File: config.mk
export PLATFORM = sky130hd
export DESIGN_NAME = ula_seq_control_flat
export DESIGN_NICKNAME = d
export VERILOG_FILES = /design/src/rtl/ula_pkg.sv /design/src/rtl/ula_seq_control_if.sv /design/src/rtl/ula_muldiv_seq.sv /design/src/rtl/ula_seq_control.sv /design/src/flat_wrapper.sv
export SDC_FILE = /design/constraint.sdc
export NUM_CORES = 1
export LEC_CHECK = 0
export CAP_MARGIN = 20
export CORE_UTILIZATION = 55
export DETAILED_ROUTE_END_ITERATION = 12
export PLACE_DENSITY = 0.79
export SYNTH_ARGS = -nofsm -noshare
export SYNTH_HDL_FRONTEND = slang
export SYNTH_SLANG_ARGS = --single-unit
File: constraint.sdc
create_clock -name clock -period 7.1 [get_ports clock]
set_input_delay 1.065 -clock clock [delete_from_list [all_inputs] [get_ports clock]]
set_output_delay 1.065 -clock clock [all_outputs]
set_load 0.01 [all_outputs]
File: src/rtl/ula_pkg.sv
// Shared constants for the ALU-control decoder and the multiply/divide sequencer:
// class codes, R-type function codes, ALU operation codes and the sequencer FSM states.
// Optional divide support is selected with the ULA_DIV_EN macro.
package ula_pkg;

  // Class codes from the main control unit
  localparam logic [2:0] ClsAdd   = 3'b000;
  localparam logic [2:0] ClsSub   = 3'b001;
  localparam logic [2:0] ClsRtype = 3'b010;
  localparam logic [2:0] ClsSlti  = 3'b011;
  localparam logic [2:0] ClsAndi  = 3'b100;
  localparam logic [2:0] ClsOri   = 3'b101;
  localparam logic [2:0] ClsXori  = 3'b110;
  localparam logic [2:0] ClsLui   = 3'b111;

  // R-type function codes
  localparam logic [5:0] FnSll   = 6'b000000;
  localparam logic [5:0] FnSrl   = 6'b000010;
  localparam logic [5:0] FnSra   = 6'b000011;
  localparam logic [5:0] FnSllv  = 6'b000100;
  localparam logic [5:0] FnSrlv  = 6'b000110;
  localparam logic [5:0] FnSrav  = 6'b000111;
  localparam logic [5:0] FnJr    = 6'b001000;
  localparam logic [5:0] FnMfhi  = 6'b010000;
  localparam logic [5:0] FnMthi  = 6'b010001;
  localparam logic [5:0] FnMflo  = 6'b010010;
  localparam logic [5:0] FnMtlo  = 6'b010011;
  localparam logic [5:0] FnMult  = 6'b011000;
  localparam logic [5:0] FnMultu = 6'b011001;
  localparam logic [5:0] FnDiv   = 6'b011010;
  localparam logic [5:0] FnDivu  = 6'b011011;
  localparam logic [5:0] FnAdd   = 6'b100000;
  localparam logic [5:0] FnSub   = 6'b100010;
  localparam logic [5:0] FnAnd   = 6'b100100;
  localparam logic [5:0] FnOr    = 6'b100101;
  localparam logic [5:0] FnXor   = 6'b100110;
  localparam logic [5:0] FnNor   = 6'b100111;
  localparam logic [5:0] FnSlt   = 6'b101010;
  localparam logic [5:0] FnSltu  = 6'b101011;

  // ALU operation codes
  localparam logic [3:0] OpAnd    = 4'b0000;
  localparam logic [3:0] OpOr     = 4'b0001;
  localparam logic [3:0] OpAdd    = 4'b0010;
  localparam logic [3:0] OpSll    = 4'b0011;
  localparam logic [3:0] OpSrl    = 4'b0101;
  localparam logic [3:0] OpSub    = 4'b0110;
  localparam logic [3:0] OpSlt    = 4'b0111;
  localparam logic [3:0] OpMfhi   = 4'b1000;
  localparam logic [3:0] OpMflo   = 4'b1001;
  localparam logic [3:0] OpMulDiv = 4'b1010;
  localparam logic [3:0] OpLui    = 4'b1011;
  localparam logic [3:0] OpNor    = 4'b1100;
  localparam logic [3:0] OpXor    = 4'b1101;
  localparam logic [3:0] OpSllv   = 4'b1110;
  localparam logic [3:0] OpSrlv   = 4'b1111;

  typedef enum logic [1:0] {StIdle, StRun, StFix, StDone} seq_state_e;

endpackage

File: src/rtl/ula_seq_control_if.sv
// EX-stage bus between main control / operand fetch and ula_seq_control.
// master = pipeline side, slave = ula_seq_control.
interface ula_seq_control_if #(
  parameter int unsigned WIDTH = 32
);
  logic [2:0]       ula_operation;
  logic [5:0]       func;
  logic             start;
  logic [WIDTH-1:0] a;
  logic [WIDTH-1:0] b;
  logic [3:0]       operation;
  logic             stall;
  logic             busy;
  logic             done;
  logic [WIDTH-1:0] hi;
  logic [WIDTH-1:0] lo;
  logic [WIDTH-1:0] hilo_rd;

  modport master (
    output ula_operation, func, start, a, b,
    input  operation, stall, busy, done, hi, lo, hilo_rd
  );

  modport slave (
    input  ula_operation, func, start, a, b,
    output operation, stall, busy, done, hi, lo, hilo_rd
  );
endinterface

File: src/rtl/ula_muldiv_seq.sv
// Iterative radix-2 multiply/divide sequencer: shift-add multiply, restoring divide,
// sign fix-up on magnitudes. The divide datapath exists only when ULA_DIV_EN is defined.
module ula_muldiv_seq
  import ula_pkg::*;
#(
  parameter int unsigned WIDTH = 32,
  parameter int unsigned CNT_W = $clog2(WIDTH) + 1
) (
  input  logic             clock,
  input  logic             reset,
  input  logic             start,   // accept request, honoured only in StIdle
  input  logic [1:0]       op,      // [1] divide, [0] unsigned
  input  logic [WIDTH-1:0] a,
  input  logic [WIDTH-1:0] b,
  output logic             busy,
  output logic             done,
  output logic [WIDTH-1:0] hi_res,
  output logic [WIDTH-1:0] lo_res
);

  seq_state_e       state_q;
  logic [CNT_W-1:0] cnt_q;
  logic [1:0]       op_q;
  logic             neg_a_q, neg_b_q;
  logic [WIDTH-1:0] acc_hi_q, acc_lo_q, opnd_q;
  logic             busy_q, done_q;
  logic [WIDTH-1:0] hi_res_q, lo_res_q;

  logic             a_neg, b_neg;
  logic [WIDTH-1:0] a_mag, b_mag;
  logic [WIDTH:0]   mul_sum;
  logic [WIDTH-1:0] step_hi, step_lo;
  logic [2*WIDTH-1:0] prod;
  logic [WIDTH-1:0] fix_hi, fix_lo;

`ifdef ULA_DIV_EN
  logic             div0_q;
  logic [WIDTH:0]   div_shift;
  logic             div_ge;
`else
  logic             unused_div;
  assign unused_div = op_q[1];
`endif

  // Operand magnitudes and signs for the request at the inputs
  always_comb begin
    a_neg = ~op[0] & a[WIDTH-1];
    b_neg = ~op[0] & b[WIDTH-1];
    a_mag = a_neg ? -a : a;
    b_mag = b_neg ? -b : b;
  end

  // One radix-2 step: acc_hi is the partial product / partial remainder,
  // acc_lo the multiplier / dividend shifting out while quotient bits shift in
  always_comb begin
    mul_sum = {1'b0, acc_hi_q} + {1'b0, opnd_q};
    if (acc_lo_q[0]) begin
      step_hi = mul_sum[WIDTH:1];
      step_lo = {mul_sum[0], acc_lo_q[WIDTH-1:1]};
    end else begin
      step_hi = {1'b0, acc_hi_q[WIDTH-1:1]};
      step_lo = {acc_hi_q[0], acc_lo_q[WIDTH-1:1]};
    end
`ifdef ULA_DIV_EN
    div_shift = {acc_hi_q, acc_lo_q[WIDTH-1]};
    div_ge    = div_shift >= {1'b0, opnd_q};
    if (op_q[1]) begin
      // Remainder stays below the divisor, so the low WIDTH bits of the difference suffice
      step_hi = div_ge ? (div_shift[WIDTH-1:0] - opnd_q) : div_shift[WIDTH-1:0];
      step_lo = {acc_lo_q[WIDTH-2:0], div_ge};
    end
`endif
  end

  // Sign fix-up of the unsigned results
  always_comb begin
    prod = {acc_hi_q, acc_lo_q};
    if (neg_a_q ^ neg_b_q) prod = -prod;
    fix_hi = prod[2*WIDTH-1:WIDTH];
    fix_lo = prod[WIDTH-1:0];
`ifdef ULA_DIV_EN
    if (div0_q) begin
      fix_hi = acc_hi_q;
      fix_lo = neg_a_q ? WIDTH'(1) : '1;
    end else if (op_q[1]) begin
      fix_hi = neg_a_q ? -acc_hi_q : acc_hi_q;
      fix_lo = (neg_a_q ^ neg_b_q) ? -acc_lo_q : acc_lo_q;
    end
`endif
  end

  // Sequencer FSM with registered busy/done/results
  always_ff @(posedge clock) begin
    if (reset) begin
      state_q  <= StIdle;
      cnt_q    <= '0;
      op_q     <= '0;
      neg_a_q  <= 1'b0;
      neg_b_q  <= 1'b0;
      acc_hi_q <= '0;
      acc_lo_q <= '0;
      opnd_q   <= '0;
      busy_q   <= 1'b0;
      done_q   <= 1'b0;
      hi_res_q <= '0;
      lo_res_q <= '0;
`ifdef ULA_DIV_EN
      div0_q   <= 1'b0;
`endif
    end else begin
      done_q <= 1'b0;
      unique case (state_q)
        StIdle: begin
          if (start) begin
            op_q     <= op;
            neg_a_q  <= a_neg;
            neg_b_q  <= b_neg;
            busy_q   <= 1'b1;
            cnt_q    <= CNT_W'(WIDTH);
            opnd_q   <= a_mag;
            acc_lo_q <= b_mag;
            acc_hi_q <= '0;
            state_q  <= StRun;
`ifdef ULA_DIV_EN
            div0_q <= 1'b0;
            if (op[1]) begin
              opnd_q   <= b_mag;
              acc_lo_q <= a_mag;
              if (b == '0) begin
                // Skip the iterations; FIX still runs so done lands two cycles out
                div0_q   <= 1'b1;
                acc_hi_q <= a;
                state_q  <= StFix;
              end
            end
`endif
          end
        end
        StRun: begin
          acc_hi_q <= step_hi;
          acc_lo_q <= step_lo;
          cnt_q    <= cnt_q - 1'b1;
          if (cnt_q == CNT_W'(1)) state_q <= StFix;
        end
        StFix: begin
          hi_res_q <= fix_hi;
          lo_res_q <= fix_lo;
          done_q   <= 1'b1;
          state_q  <= StDone;
        end
        StDone: begin
          busy_q  <= 1'b0;
          state_q <= StIdle;
        end
        default: state_q <= StIdle;
      endcase
    end
  end

  assign busy   = busy_q;
  assign done   = done_q;
  assign hi_res = hi_res_q;
  assign lo_res = lo_res_q;

endmodule

File: src/rtl/ula_seq_control.sv
// EX-stage ALU-control decoder with HI/LO registers, MT*/MF* handling and the
// pipeline stall for the multiply/divide sequencer. DIV/DIVU need ULA_DIV_EN.
module ula_seq_control
  import ula_pkg::*;
#(
  parameter int unsigned WIDTH = 32,
  parameter int unsigned CNT_W = $clog2(WIDTH) + 1
) (
  input  logic          clock,
  input  logic          reset,
  ula_seq_control_if.slave bus
);

  logic             is_rtype;
  logic             fn_mul, fn_div, fn_mf, fn_mthi, fn_mtlo;
  logic             seq_start, seq_busy, seq_done;
  logic [WIDTH-1:0] hi_res, lo_res;
  logic [WIDTH-1:0] hi_q, lo_q, hi_now, lo_now;
  logic [3:0]       operation;
  logic             mt_en;

  assign is_rtype = bus.ula_operation == ClsRtype;
  assign fn_mul   = (bus.func == FnMult) || (bus.func == FnMultu);
`ifdef ULA_DIV_EN
  assign fn_div   = (bus.func == FnDiv) || (bus.func == FnDivu);
`else
  assign fn_div   = 1'b0;
`endif
  assign fn_mf    = (bus.func == FnMfhi) || (bus.func == FnMflo);
  assign fn_mthi  = bus.func == FnMthi;
  assign fn_mtlo  = bus.func == FnMtlo;

  assign seq_start = bus.start & is_rtype & (fn_mul | fn_div);
  assign mt_en     = bus.start & is_rtype & ~seq_busy;

  // ALU operation decode
  always_comb begin
    operation = OpAnd;
    unique case (bus.ula_operation)
      ClsAdd:  operation = OpAdd;
      ClsSub:  operation = OpSub;
      ClsSlti: operation = OpSlt;
      ClsAndi: operation = OpAnd;
      ClsOri:  operation = OpOr;
      ClsXori: operation = OpXor;
      ClsLui:  operation = OpLui;
      ClsRtype: begin
        unique case (bus.func)
          FnAdd:                                 operation = OpAdd;
          FnSub:                                 operation = OpSub;
          FnAnd:                                 operation = OpAnd;
          FnOr:                                  operation = OpOr;
          FnXor:                                 operation = OpXor;
          FnNor:                                 operation = OpNor;
          FnSlt, FnSltu:                         operation = OpSlt;
          FnSll, FnJr:                           operation = OpSll;
          FnSrl, FnSra:                          operation = OpSrl;
          FnSllv:                                operation = OpSllv;
          FnSrlv, FnSrav:                        operation = OpSrlv;
          FnMfhi:                                operation = OpMfhi;
          FnMflo:                                operation = OpMflo;
          FnMthi, FnMtlo, FnMult, FnMultu,
          FnDiv, FnDivu:                         operation = OpMulDiv;
          default:                               operation = OpAnd;
        endcase
      end
      default: operation = OpAnd;
    endcase
  end

  ula_muldiv_seq #(
    .WIDTH (WIDTH),
    .CNT_W (CNT_W)
  ) u_seq (
    .clock  (clock),
    .reset  (reset),
    .start  (seq_start),
    .op     (bus.func[1:0]),
    .a      (bus.a),
    .b      (bus.b),
    .busy   (seq_busy),
    .done   (seq_done),
    .hi_res (hi_res),
    .lo_res (lo_res)
  );

  // HI/LO registers: sequencer results in DONE, otherwise MTHI/MTLO when idle
  always_ff @(posedge clock) begin
    if (reset) begin
      hi_q <= '0;
      lo_q <= '0;
    end else if (seq_done) begin
      hi_q <= hi_res;
      lo_q <= lo_res;
    end else if (mt_en) begin
      if (fn_mthi) hi_q <= bus.a;
      if (fn_mtlo) lo_q <= bus.a;
    end
  end

  // Results become visible in the DONE cycle itself, before the register captures them
  assign hi_now = seq_done ? hi_res : hi_q;
  assign lo_now = seq_done ? lo_res : lo_q;

  assign bus.operation = operation;
  assign bus.busy      = seq_busy;
  assign bus.done      = seq_done;
  assign bus.hi        = hi_now;
  assign bus.lo        = lo_now;
  assign bus.stall     = seq_busy & bus.start & (fn_mul | fn_div | fn_mf | fn_mthi | fn_mtlo);
  assign bus.hilo_rd   = !is_rtype               ? '0     :
                         (bus.func == FnMfhi)    ? hi_now :
                         (bus.func == FnMflo)    ? lo_now : '0;

endmodule

File: src/flat_wrapper.sv
// flat-port wrapper written by rule: the top's interface ports become plain ports
module ula_seq_control_flat import ula_pkg::*;
#(
  parameter int unsigned WIDTH = 32,
  parameter int unsigned CNT_W = $clog2(WIDTH) + 1
)
  (clock, reset, bus_ula_operation, bus_func, bus_start, bus_a, bus_b, bus_operation, bus_stall, bus_busy, bus_done, bus_hi, bus_lo, bus_hilo_rd);
  ula_seq_control_if #(.WIDTH(WIDTH)) bus_i ();
  input  logic clock;
  input  logic reset;
  input wire logic [$bits(bus_i.ula_operation)-1:0] bus_ula_operation;
  input wire logic [$bits(bus_i.func)-1:0] bus_func;
  input wire logic [$bits(bus_i.start)-1:0] bus_start;
  input wire logic [$bits(bus_i.a)-1:0] bus_a;
  input wire logic [$bits(bus_i.b)-1:0] bus_b;
  output wire logic [$bits(bus_i.operation)-1:0] bus_operation;
  output wire logic [$bits(bus_i.stall)-1:0] bus_stall;
  output wire logic [$bits(bus_i.busy)-1:0] bus_busy;
  output wire logic [$bits(bus_i.done)-1:0] bus_done;
  output wire logic [$bits(bus_i.hi)-1:0] bus_hi;
  output wire logic [$bits(bus_i.lo)-1:0] bus_lo;
  output wire logic [$bits(bus_i.hilo_rd)-1:0] bus_hilo_rd;
  assign bus_i.ula_operation = bus_ula_operation;
  assign bus_i.func = bus_func;
  assign bus_i.start = bus_start;
  assign bus_i.a = bus_a;
  assign bus_i.b = bus_b;
  assign bus_operation = bus_i.operation;
  assign bus_stall = bus_i.stall;
  assign bus_busy = bus_i.busy;
  assign bus_done = bus_i.done;
  assign bus_hi = bus_i.hi;
  assign bus_lo = bus_i.lo;
  assign bus_hilo_rd = bus_i.hilo_rd;
  ula_seq_control #(.WIDTH(WIDTH), .CNT_W(CNT_W)) u_core (.clock(clock), .reset(reset), .bus(bus_i));
endmodule
# Yosys cells after proc, flatten, opt, wreduce, memory -nomap -nowiden
# Memories as Yosys holds them, arrays and structs flattened.
# Index checks and enable logic that the tools add are counted.
[op_classes]
bitwise = 13
n_reduce_logical = 15
n_mux = 29
eq_ne = 19
n_addsub = 5
[op_table]
columns = ["cell", "n"]
rows = [
  ["2-to-1 mux 32 bit", 17],
  ["case mux 32 bit (2 select lines)", 2],
  ["2-to-1 mux 64 bit", 1],
  ["negation 32 bit", 2],
  ["negation 64 bit", 1],
  ["== test 6 x 5 -> 1 bit (second input constant)", 6],
  ["adder 32 x 32 -> 33 bit", 1],
  ["case mux 4 bit (8 select lines)", 1],
  ["== test 3 bit (second input constant)", 4],
  ["case mux 6 bit (2 select lines)", 1],
  ["AND reduction 2 bit", 6],
  ["nonzero test 2 bit", 5],
  ["case mux 2 bit (4 select lines)", 1],
  ["bitwise AND 1 bit", 7],
  ["== test 3 x 2 -> 1 bit (second input constant)", 2],
  ["== test 6 x 1 -> 1 bit (second input constant)", 1],
  ["2-to-1 mux 6 bit", 1],
  ["subtractor 6 x 1 -> 6 bit (second input constant)", 1],
  ["== test 2 bit (second input constant)", 2],
  ["2-to-1 mux 2 bit", 2],
  ["== test 3 x 1 -> 1 bit (second input constant)", 1],
  ["zero test 3 bit", 1],
  ["bitwise OR 1 bit", 3],
  ["== test 2 x 1 -> 1 bit (second input constant)", 1],
  ["other kinds (8)", 11],
]
[totals]
output_inout_bits = 103
rom_bits = 256
n_memories = 1
reg_bits = 236
in_bits = 76
[mem_list]
columns = ["name", "words", "width", "read_ports", "rd_clocked_by_memory_dff", "write_ports", "line", "text"]
rows = [
  ["(no name shown)", 64, 4, 1, 0, 0, "ula_seq_control.sv:48", "unique case (bus.func)"],
]

# Logic depth before layout (Yosys ltp)
# Gate-level depths: netlist (run 1).
[logic_depth]
ltp_word = 6
mapped_depth = 12
depth_no_buf = 12

# Cells and area by module
# From an unflattened synthesis (run 1), not the netlist that was laid out.
[hier_totals]
cells_unflattened = 1911
hier_area_um2 = 15613.7
[modules_own_cells]
columns = ["module", "area_per_inst_um2", "n_inst", "cells_per_inst"]
rows = [
  ["ula_muldiv_seq", 10711.5, 1, 1366],
  ["ula_seq_control", 4902.2, 1, 545],
]

# Worst setup path after synthesis (run 1)
# Ideal clock, no wire load.
[synth_timing]
path_kind = "input to output"
from = "input bus_func[2]"
to = "output bus_hilo_rd[10]"
stages = 7
path_slack_ns = 3.574
required_ns = 6.035
path_buffers = 1
arrival_ns = 2.461
cell_sequence = "nand2b_1 -> or2_2 -> nor2_1 -> nand2_1 -> buf_1 -> mux2i_1 -> nor2_1"
[synth_via]
elab_chain_cells = 4
[synth_rtl]
columns = ["element", "line", "text"]
rows = [
  ["start: declaration", "flat_wrapper.sv:12", "input wire logic [$bits(bus_i.func)-1:0] bus_func;"],
  ["== test 6 x 5 -> 1 bit", "ula_seq_control.sv:113", "(bus.func == FnMflo) ? lo_now : '0;"],
  ["2-to-1 mux 32 bit", "ula_seq_control.sv:113", ""],
  ["2-to-1 mux 32 bit *", "ula_seq_control.sv:112", "(bus.func == FnMfhi) ? hi_now :"],
  ["2-to-1 mux 32 bit *", "ula_seq_control.sv:111", "assign bus.hilo_rd = !is_rtype ? '0 :"],
  ["end: declaration", "flat_wrapper.sv:22", "output wire logic [$bits(bus_i.hilo_rd)-1:0] bus_hilo_rd;"],
]
# Every way passes the cells marked *; elsewhere a longest branch is shown, timed or not.

# Final worst setup path (run 1)
[layout_timing]
from = "input bus_func[0]"
to = "output bus_hilo_rd[12]"
# The elaborated chain is that of the path after synthesis.

==> results.toml, run 1 <==
[finish]
nets = 2185
final_core_util_pct = 66.4
postLayoutCellArea_um2 = 17900
diodes = 0
layout_commonest_cell = "nor2_1"
drive_gt1_share_pct = 6.97
final_cell_mix = "322 x nor2_1, 235 x dfxtp_1, 212 x a21oi_1, 211 x nand2_1, 177 x clkdlybuf4s50_1"
syn2layout_area_growth_pct = 18.7

[sta]
fin_worst_skew_ns = 0.00774
drv_slew = 0
worstMarginPinSlew_ns = 1.10
hold-worst-slack_ns = 0.459
rsz0062_at_grt = "false"
slew_headroom_pct = 26.6
fin_crit_sh_pct = 74.0
hold_viol_final = 0
setup-tns-final_ns = 0
fmax_mhz = 190
setup_viol = 0
fin_crit_ns = 5.25

[route]
drtPass1Iterations = 7
postRouteAntennaNets = 0
wirelength_mm = 45.7
dr.first_iter.drc_count = 1439
via_per_inst = 6.17
wl_per_cell_um = 18.9
num_vias = 14900
drc = 0

[clocking]
clockRootBuffer = "clkbuf_16"
cts_resized = 0
clk_pin_slew_ns = 0.06
insertion_delay_ns = 0.53
clock-sinks = 236
cts_setup_buffers = 0
htreeDepth = 1
cts_tree = "built"
cts_hold_buffers = 0
clockBufferDepth = 3
cts_buffers = 26

[floorplan]
die_h_um = 168
dieArea_um2 = 28100
pin_count = 179
core_area_um2 = 27000
rows = 60
die_w_um = 168
start_util_pct = 56.0

[power_and_ir_drop]
p_sw_share_pct = 28.4
power-per-cell-area_nw_per_um2 = 187
comb_power_share_pct = 16.1
p_total_uw = 3350
p_clk_share_pct = 42.4
p_leak_uw = 0.00723
p_int_uw = 2400
p_sw_uw = 951
vdd_ir_drop_max_uv = 201
seqPwrFrac_pct = 41.5

[synthesis]
syn_nets = 2087
yosysUniqueCellTypes = 65
synthesis.area_um2 = 15100
yosysWarnings = 0
ys_ff_latch = 236
synth_seq_area_share_pct = 31.3
synth_edf_count = 0
yosysTopAreaCell = "dfxtp_1"
synth_area_leaders = "dfxtp_1 31%, nor2_1 8.0%, mux2i_1 7.1%"
async_flop_share_pct = 0
syn_area_per_cell_um2 = 7.68
synth_cells = 1963
synth_flop_cell = "dfxtp_1"
netlist.area_leader.share_pct = 31.3

[global_route]
first_global_vias = 13700
grt.overflow.total = 0
gr-max-usage-layer = "met2"
met3_usage_pct = 4.09
use_met2_pct = 53.6
grt_use_total_pct = 31.8
grt_pass1_wl_mm = 72.7
antenna_found_initial = 1
use_met1_pct = 41.7
grt_max_degree = 107

[placement]
io_buffers = 178
post-dp-hpwl_mm = 33.7
gp_congestion = 0.942
place_area_um2 = 17000

[worst_setup_path]
worstSetupPathType = "input port to output pin"
reg2reg_depth = 9
end_kind = "output pin"
cp_common_cell = "clkdlybuf4s50_1"
max_stage_delay_ns = 0.87
cp_data_required_time_ns = 6.03
crit_chain = "clkdlybuf4s50_1, inv_1, ha_1, nand2_2, mux2i_1, nor2_1, clkdlybuf4s50_1"
r2r_slack_ns = 3.17
r2r_start = "u_core.u_seq.acc_lo_q[12]"
cp-start-kind = "input port"
crit_buf_inv = 3
critPathTopFamily = "buffers and inverters"
cp_max_fo = 32
r2r-end = "u_core.u_seq.hi_res[23]"
cpMaxStageDelayCell = "clkdlybuf4s50_1"
arrival_ns = 4.19

[status]
outcome = "completed"

[worst_hold_path]
hold_start = "u_core.u_seq.opnd_q[29]"
min_path_type = "register to register"
hold_depth = 2
hold_end = "u_core.u_seq.opnd_q[29]"

[flow_run]
max_cap_viol_count = 0
## worst max path at each step
| stage | depth (start not counted) | start | slack (ns) | to |
|---|---|---|---|---|
| 2_1_floorplan | 7 | bus_func[2] | 3.57 | bus_hilo_rd[10] |
| 3_3_place_gp | 7 | bus_func[0] | 2.04 | bus_hilo_rd[24] |
| 3_5_place_dp | 7 | bus_func[0] | 1.90 | bus_hilo_rd[12] |
| 4_1_cts | 7 | bus_func[0] | 1.88 | bus_hilo_rd[12] |
| 5_1_grt | 7 | bus_func[0] | 1.62 | bus_hilo_rd[28] |
| 6_report | 7 | bus_func[0] | 1.85 | bus_hilo_rd[12] |
## cell families after synthesis
logic type	count (synthesis)	share of synthesized area [%]
and+or+nand+nor	699	20.2
DFF	236	31.3
adders and majority gates	48	4.03
buffers and inverters	157	3.96
xor gates and xnor gates	139	8.07
muxes	171	11.9
AOI/OAI and AO/OA	513	20.5
## cell usage after synthesis (3+ instances only)
master / n
mux2_2: 64
inv_1: 30
and3b_1: 3
nand4_1: 6
buf_1: 17
a21o_1: 16
o21a_1: 9
nor2_1: 322
o31ai_1: 20
mux2i_1: 107
o41ai_1: 10
nor3_1: 32
and3_1: 8
nor2b_1: 9
ha_1: 47
xor2_1: 70
nand2_1: 214
o21bai_1: 7
nor4_1: 20
a2111oi_0: 3
a311oi_1: 6
nor3b_1: 7
or3_1: 18
a221oi_1: 3
nand3_1: 21
a21oi_1: 212
dfxtp_1: 236
a31oi_1: 15
a211oi_1: 42
a222oi_1: 11
o211ai_1: 10
o21ai_1: 6
clkbuf_1: 108
xnor2_1: 69
o22ai_1: 13
and2_1: 7
o21ai_0: 104
nand2b_1: 9
a22oi_1: 13
or4_1: 7
## worst min-delay path, cell delays in order (launching register included)
cell,delay (ns)
dfxtp_1,0.31
nand2_1,0.05
a21oi_1,0.05
## flip-flops by register name, summed over array words and instances, names as in the netlist, 2 cells and up
signal                 cells
u_core.u_seq.lo_res       32
u_core.u_seq.opnd_q       32
u_core.u_seq.hi_res       32
u_core.hi_q               32
u_core.u_seq.acc_lo_q     32
u_core.u_seq.cnt_q         6
u_core.u_seq.state_q       2
u_core.u_seq.acc_hi_q     32
u_core.lo_q               32
## power groups by stage
stage | logic (uW) | registers, uW | clock network [uW]
6_report | 540 | 1390 | 1420
5_1_grt | 590 | 1390 | 1480
4_1_cts | 528 | 1390 | 1430
3_5_place_dp | 525 | 1420 | 0
3_3_place_gp | 516 | 1410 | 0
2_1_floorplan | 365 | 1400 | 0
## cell type report
cell class                 instances  area, um^2
clock inverter                     7        92.6
inverter                          31         116
sequential                       236        4730
fill                            2258        9040
clock buffer                      41         818
timing repair buffer             196        1920
multi-input combinational       1570        9800
tap                              341         427
## metal layers
metal	vias up	share of wire, %
met3	99	6.7
met1	7138	42
met2	565	48
li1	7142	-
met4	0	3.2
met5	-	0
## stage by stage
step | std cells | setup slack [ns]
2_1_floorplan | 1963 | 3.57
3_3_place_gp | 2373 | 2.04
3_5_place_dp | 2374 | 1.90
4_1_cts | 2422 | 1.88
5_1_grt | 2422 | 1.62
6_report | 2422 | 1.85
Power figures use the tool's default switching activity.
==> run 2: changes to the inputs <==
--- a/config.mk
+++ b/config.mk
@@ -6,9 +6,9 @@
 export NUM_CORES = 1
 export LEC_CHECK = 0
 export CAP_MARGIN = 20
-export CORE_UTILIZATION = 55
+export CORE_UTILIZATION = 52
 export DETAILED_ROUTE_END_ITERATION = 12
-export PLACE_DENSITY = 0.79
+export PLACE_DENSITY = 0.78
 export SYNTH_ARGS = -nofsm -noshare
 export SYNTH_HDL_FRONTEND = slang
 export SYNTH_SLANG_ARGS = --single-unit
==> constraint.sdc (replaced) <==
create_clock -name clock -period 4.5 [get_ports clock]
set_input_delay 0.675 -clock clock [delete_from_list [all_inputs] [get_ports clock]]
set_output_delay 0.675 -clock clock [all_outputs]
set_load 0.01 [all_outputs]
==> results.toml, run 2 (same netlist as run 1, synthesis figures left out) <==
[global_route]
grt_max_degree = 104
grt_pass1_wl_mm = 73.4
grt_use_total_pct = 31.3
grt.overflow.total = 0
antenna_found_initial = 2
first_global_vias = 13500

[worst_setup_path]
cp-start-kind = "input port"
arrival_ns = 3.46
worstSetupPathType = "input port to output pin"
cp_max_fo = 17
end_kind = "output pin"
cp_data_required_time_ns = 3.83

[finish]
multiInputGateArea_um2 = 9800
final.fill_count = 2334
layout_commonest_cell = "nor2_1"
final_cell_mix = "322 x nor2_1, 235 x dfxtp_1, 212 x a21oi_1, 211 x nand2_1, 177 x clkdlybuf4s50_1"
final_core_util_pct = 64.2
drive_gt1_share_pct = 7.82
nets = 2205
syn2layout_area_growth_pct = 19.8
seq_area_um2 = 4730
postLayoutCellArea_um2 = 18100
diodes = 0

[floorplan]
pin_count = 179
start_util_pct = 53.6
core_area_um2 = 28200
rows = 61
die_h_um = 172
die_w_um = 172
dieArea_um2 = 29700

[placement]
gp_congestion = 0.915
place_area_um2 = 17200
io_buffers = 178
post-dp-hpwl_mm = 35.2

[sta]
rsz0062_at_grt = "false"
hold_viol_final = 0
fmax_mhz = 242
fin_worst_skew_ns = 0.0172
fin_crit_sh_pct = 91.9
setup_viol = 0
drv_slew = 0
setup-tns-final_ns = 0
worstMarginPinSlew_ns = 0.871
slew_headroom_pct = 41.1
fin_crit_ns = 4.14

[clocking]
htreeDepth = 1
cts_setup_buffers = 0
insertion_delay_ns = 0.53
clk_pin_slew_ns = 0.06
clockRootBuffer = "clkbuf_16"
cts_hold_buffers = 0
clock-sinks = 236
cts_buffers = 26
clockBufferDepth = 3
cts_resized = 0
cts_tree = "built"

[power_and_ir_drop]
power-per-cell-area_nw_per_um2 = 288
vdd_ir_drop_max_uv = 265
p_leak_uw = 0.00732

[route]
dr.first_iter.drc_count = 1447
postRouteAntennaNets = 0
via_per_inst = 6.06
wirelength_mm = 47.9
drtPass1Iterations = 6
num_vias = 15000
drc = 0
wl_per_cell_um = 19.3

[flow_run]
max_cap_viol_count = 0

[status]
outcome = "completed"

[worst_hold_path]
min_path_type = "register to register"
run 2: worst paths after layout:
path,start,endpoint,slack (ns),cells after the start
setup / recovery,bus_func[4],bus_hilo_rd[30],0.36,9
hold / removal,u_core.u_seq.opnd_q[29],u_core.u_seq.opnd_q[29],0.47,2
setup reg to reg,u_core.u_seq.acc_lo_q[12],u_core.u_seq.hi_res[31],0.83,10
hold reg to reg,u_core.u_seq.opnd_q[29],u_core.u_seq.opnd_q[29],0.47,2
run 2: area by class of cell:
type | count | share of cell area (%)
clock inverter | 12 | 0.658
multi-input combinational | 1570 | 54.2
inverter | 31 | 0.644
clock buffer | 32 | 4.01
tap | 378 | 2.62
timing repair buffer | 216 | 11.7
sequential | 236 | 26.2
run 2: per-stage QoR:
stage	hold slack, ns	total power (uW)	worst slack, ns	cells
finish	0.468	5210	0.364	2475
global route	0.486	5390	0.199	2475
CTS	0.467	5190	0.378	2474
detailed placement	0.459	3100	0.404	2430
global placement	0.447	3080	0.508	2429
floorplan	0.435	2790	1.32	1963
run 2: worst max-delay path: stages:
cell             delay, ns
clkdlybuf4s50_1       0.62
nand2b_1              0.10
or2_2                 0.31
nor2_1                0.24
nand2_2               0.41
buf_12                0.32
mux2i_1               0.12
nor2_1                0.11
clkdlybuf4s50_1       0.54
run 2: report_power, final:
group	switching [uW]	leakage (uW)	internal, uW
Combinational	578	0.00500	320
Sequential	60.4	0.00190	2130
Clock	868	0.000417	1250
Total	1510	0.00732	3700
run 2: routing by layer:
| metal | GRT usage (%) | vias to the layer above | part of all wire [%] | routed length (um) |
|---|---|---|---|---|
| met2 | 52.2 | 642 | 47 | 22500 |
| met1 | 42.9 | 7097 | 43 | 20700 |
| met3 | 3.32 | 83 | 7.5 | 3570 |
| met5 | 0 | - | 0.021 | 10 |
| met4 | 8.23 | 2 | 2.3 | 1100 |
| li1 | - | 7169 | - | - |
